[config.mk]
export PLATFORM = sky130hd
export DESIGN_NAME = intt_coeff_streamer
export DESIGN_NICKNAME = d
export VERILOG_FILES = /design/src/rtl/intt_coeff_streamer.sv
export SDC_FILE = /design/constraint.sdc
export NUM_CORES = 1
export LEC_CHECK = 0
export ABC_CLOCK_PERIOD_IN_PS = 2900
export CAP_MARGIN = 25
export CORE_ASPECT_RATIO = 0.5
export CORE_MARGIN = 3
export CORE_UTILIZATION = 30
export CTS_CLUSTER_DIAMETER = 30
export DETAILED_ROUTE_END_ITERATION = 8
export GPL_ROUTABILITY_DRIVEN = 0
export PLACE_DENSITY = 0.64
export RECOVER_POWER = 25
export SKIP_CTS_REPAIR_TIMING = 1
export SYNTH_ARGS = -nofsm -noshare
export SYNTH_HDL_FRONTEND = slang
export SYNTH_SLANG_ARGS = --single-unit
[constraint.sdc]
create_clock -name clk -period 2.9 [get_ports clk]
set_clock_uncertainty 0.15 [all_clocks]
set_input_delay 0.435 -clock clk [delete_from_list [all_inputs] [get_ports clk]]
set_output_delay 0.435 -clock clk [all_outputs]
set_load 0.02 [all_outputs]
[src/rtl/intt_coeff_streamer.sv]
// rtl/intt_coeff_streamer.sv - INTT coefficient read-out with final mod-q reduction and valid/ready streaming
// Optional feature macro: INTT_STREAM_CENTER_EN (centered two's-complement output when defined)
module intt_coeff_streamer #(
   parameter int N      = 256,
   parameter int ADDR_W = 8,
   parameter int DATA_W = 24,
   parameter int Q      = 8380417
) (
   input  logic              clk,
   input  logic              rst,
   input  logic              start,
   output logic              busy,
   output logic              done,
   output logic              mem_rd_en,
   output logic [ADDR_W-1:0] mem_A,
   input  logic [DATA_W-1:0] mem_Q,
   output logic              out_valid,
   input  logic              out_ready,
   output logic [DATA_W-1:0] out_data,
   output logic [ADDR_W-1:0] out_index,
   output logic              out_last
);
   localparam logic [DATA_W:0]   Q_X    = (DATA_W+1)'(Q);
   localparam logic [ADDR_W-1:0] LAST_A = ADDR_W'(N - 1);
`ifdef INTT_STREAM_CENTER_EN
   localparam logic [DATA_W-1:0] Q_W    = DATA_W'(Q);
   localparam logic [DATA_W-1:0] HALF_W = DATA_W'((Q - 1) / 2);
`endif

   typedef enum logic [1:0] {S_IDLE, S_RUN, S_DRAIN, S_DONE} state_t;

   state_t              state_q, state_d;
   logic [ADDR_W-1:0]   rd_addr_q, rd_addr_d;
   logic                inflight_q, inflight_d;
   logic [ADDR_W-1:0]   infl_addr_q, infl_addr_d;
   logic [ADDR_W-1:0]   fifo_idx_q  [2];
   logic [DATA_W-1:0]   fifo_data_q [2];
   logic                wr_ptr_q, wr_ptr_d;
   logic                rd_ptr_q, rd_ptr_d;
   logic [1:0]          count_q, count_d;

   logic                pop, push, credit_ok, issue, last_pop;
   logic [DATA_W:0]     diff;
   logic [DATA_W-1:0]   red, wr_data;

   // A read may only be issued if its returning word is guaranteed a FIFO slot
   assign pop       = out_valid & out_ready;
   assign push      = inflight_q;
   assign credit_ok = ({1'b0, count_q} + {2'b00, inflight_q}) < (3'd2 + {2'b00, pop});
   assign issue     = (state_q == S_RUN) && credit_ok;
   assign last_pop  = pop && (out_index == LAST_A);

   // Borrow out of the subtraction means mem_Q < Q
   assign diff = {1'b0, mem_Q} - Q_X;
   assign red  = diff[DATA_W] ? mem_Q : diff[DATA_W-1:0];
`ifdef INTT_STREAM_CENTER_EN
   assign wr_data = (red > HALF_W) ? (red - Q_W) : red;
`else
   assign wr_data = red;
`endif

   assign out_valid = (count_q != 2'd0);
   assign out_data  = fifo_data_q[rd_ptr_q];
   assign out_index = fifo_idx_q[rd_ptr_q];
   assign out_last  = out_valid && (out_index == LAST_A);

   always_ff @(posedge clk or posedge rst) begin
      if (rst) begin
         state_q <= S_IDLE;
      end else begin
         state_q <= state_d;
      end
   end

   always_comb begin
      state_d = state_q;
      case (state_q)
         S_IDLE:  if (start) state_d = S_RUN;
         S_RUN:   if (issue && (rd_addr_q == LAST_A)) state_d = S_DRAIN;
         S_DRAIN: if (last_pop) state_d = S_DONE;
         S_DONE:  state_d = S_IDLE;
         default: state_d = S_IDLE;
      endcase
   end

   always_comb begin
      busy      = (state_q != S_IDLE);
      done      = (state_q == S_DONE);
      mem_rd_en = issue;
      mem_A     = issue ? rd_addr_q : '0;
   end

   always_comb begin
      rd_addr_d = rd_addr_q;
      if ((state_q == S_IDLE) && start) begin
         rd_addr_d = '0;
      end else if (issue) begin
         rd_addr_d = rd_addr_q + ADDR_W'(1);
      end
      inflight_d  = issue;
      infl_addr_d = issue ? rd_addr_q : infl_addr_q;
      wr_ptr_d    = wr_ptr_q ^ push;
      rd_ptr_d    = rd_ptr_q ^ pop;
      count_d     = count_q + {1'b0, push} - {1'b0, pop};
   end

   always_ff @(posedge clk or posedge rst) begin
      if (rst) begin
         rd_addr_q   <= '0;
         inflight_q  <= 1'b0;
         infl_addr_q <= '0;
         wr_ptr_q    <= 1'b0;
         rd_ptr_q    <= 1'b0;
         count_q     <= 2'd0;
         for (int i = 0; i < 2; i++) begin
            fifo_idx_q[i]  <= '0;
            fifo_data_q[i] <= '0;
         end
      end else begin
         rd_addr_q   <= rd_addr_d;
         inflight_q  <= inflight_d;
         infl_addr_q <= infl_addr_d;
         wr_ptr_q    <= wr_ptr_d;
         rd_ptr_q    <= rd_ptr_d;
         count_q     <= count_d;
         if (push) begin
            fifo_idx_q[wr_ptr_q]  <= infl_addr_q;
            fifo_data_q[wr_ptr_q] <= wr_data;
         end
      end
   end

endmodule

==> impl_metrics.ini <==
[route]
drc = 0
num_vias = 3607
drt_first_pass_iters = 4
totalWireLength_mm = 11.01
highest_layer = met4
vias_per_cell = 4.835
wl_per_cell_um = 14.76
postRouteAntennaNets = 0
met1_length_mm = 5.510
drt_iter0_markers = 150
wl_met2_mm = 5.048
route.met3.wl_um = 411

[floorplan]
fp.dieH_um = 93.19
num_rows = 31
io_pins = 73
core-area_um2 = 14660
start_util_pct = 31.11
die-area_um2 = 16810
die_x_um = 180.4

[timing]
fin_ws_ns = 0.1620
finalCritPeriodShare_pct = 94.41
tightest_slew_ns = 1.797
rsz0062_at_grt = no
setup_viol = 0
slew_headroom_pct = -20.44
period_minus_slack_ns = 2.738
clock.fmax_ghz = 0.3652
fin_hold_ws_ns = 0.3528
final_max_slew_viol_count = 40
finalHoldViolations = 0

[cts]
htree_levels = 3
clock_latency_ns = 0.34
path_clk_slew_ns = 0.06
cts_buffers = 9
cts.path.max_buffers = 2
root_buffer = clkbuf_16
clock-sinks = 87
cts_tree = built

[yosys]
synth_area_leaders = dfrtp_1 (48%), mux2_2 (15%), nor2_1 (5.0%)
netlist.area_leader.share_pct = 47.74
synth_fp_nets = 484
ys_seq_elements = 87
seq_area_frac_synth_pct = 47.74
synth_cells = 443
synth_area_leader_cell = dfrtp_1
synthArstFlopShare_pct = 100.0
synth_common_cells = dfrtp_1 (87), nor2_1 (61), mux2_2 (59), a31oi_1 (32), clkbuf_1 (20)
synth_flop_cell = dfrtp_1
synth_most_common_cell = dfrtp_1
syn-cell-area_um2 = 4561
avgSynthCellArea_um2 = 10.29
synth_cell_types = 40
yosysWarnings = 0
synth_edf_count = 0

[grt]
grt_pass1_vias = 3587
grt_start_max_net_pins = 49
overflow = 0
antenna_found_initial = 0
track_usage_pct = 13.48
grt_pass1_wl_mm = 18.33

[final_layout]
nets = 584
drive_gt1_share_pct = 23.54
area_growth_pct = 33.99
insertedDiodeCount = 0
fin_util_pct = 41.68
final_cells = 746
fill_cells = 1434

[placement]
hpwl_mm = 8.008
portBuffers = 72
post-place-ws_ns = -0.2003
dp_cells = 730

[power_and_ir_drop]
peakVddDrop_uv = 337.4
static-leakage-power_nw = 2.756
p_per_area_nw_per_um2 = 929.3
p_total_mw = 5.679

[run_status]
outcome = finished, violations left
violations = capacitance limit, slew limit

[critical_path]
cp-end-kind = register
required_ns = 2.94
startpoint_type = input port
worstSetupPathType = in2reg
cp_max_fo = 19
worstPathArrival_ns = 2.78

[flow_run]
cap_viol_max_count = 1

[min_path]
hp-class = reg2reg
[sequential cells by signal, indices dropped and copies added (netlist names)]
signal and count:
count_q 2, infl_addr_q 8, wr_ptr_q 1, rd_addr_q 8, state_q 2, inflight_q 1, fifo_idx_q 16, fifo_data_q 48
rd_ptr_q 1
[final cells by class]
class                   instances  area (um2)  share of cell area, %
repair buffers                114        1084                  17.73
flip-flops and latches         87        2177                  35.63
well taps                     198       247.7                  4.054
multi-input cells             315        2220                  36.32
inverters                      16       61.31                  1.003
clock buffers                   9       225.2                  3.686
clock inverters                 7       96.34                  1.577
[stage by stage]
stage | instance area (um2) | setup TNS, ns
finish | 6111 | 0
global placement | 5759 | -2.803
detailed placement | 5759 | -5.731
CTS | 6081 | -0.5727
global route | 6111 | 0
floorplan | 4561 | 0
[layout by cell type (no fill, tap or decap), types with 5 or more instances in the layout]
cell	Yosys	routed
clkbuf_16	0	9
clkdlybuf4s50_1	0	62
o31ai_1	5	5
mux2_2	59	59
ha_1	13	11
xnor2_1	8	8
a21oi_1	19	19
and3_1	12	12
xor2_1	6	6
dlymetal6s2s_1	0	9
or3_1	12	12
buf_4	0	39
nor4_1	8	8
nand2_1	13	13
a31oi_1	32	32
nand3_1	11	11
o21ai_1	12	12
nor2_1	61	60
inv_1	16	15
dfrtp_1	87	87
or4_1	6	6
[cell families after synthesis]
logic type	Yosys count	synth area share, %
compound gates	78	10.54
xor+xnor	14	2.689
fa+ha+maj	13	3.567
buf+inv	41	3.868
flops	87	47.74
mux	62	15.23
simple gates	148	16.38
[report_power, final]
part	switching (mW)	internal, mW
clock	0.499	0.756
combinational	1.25	1.25
sequential	0.276	1.65
[final timing paths]
path                                      from         endpoint  slack (ns)  cells after the start
worst max register to register      inflight_q       state_q[1]        0.70                      7
worst min register to register  fifo_idx_q[10]   fifo_idx_q[10]        0.35                      1
min in group asynchronous                  rst    fifo_idx_q[8]        0.84                      2
max in group asynchronous                  rst  fifo_data_q[36]        0.85                      3
worst min-delay path            fifo_idx_q[10]   fifo_idx_q[10]        0.35                      1
worst max-delay path                  mem_Q[1]  fifo_data_q[21]        0.16                      9
[layer usage]
layer	up-vias	global-route usage, %
met2	62	21.90
met3	2	3.380
li1	1799	-
met5	-	0
met4	0	3.063
met1	1744	18.33
[critical path, stage by stage]
cell and delay, ns:
clkdlybuf4s50_1 0.42, inv_1 0.09, ha_1 0.16, or3b_2 0.48, or4_4 0.52, a21oi_4 0.19
buf_4 0.25, or3_1 0.15, a31oi_1 0.08
No activity file was read; power rests on OpenSTA's default activity.
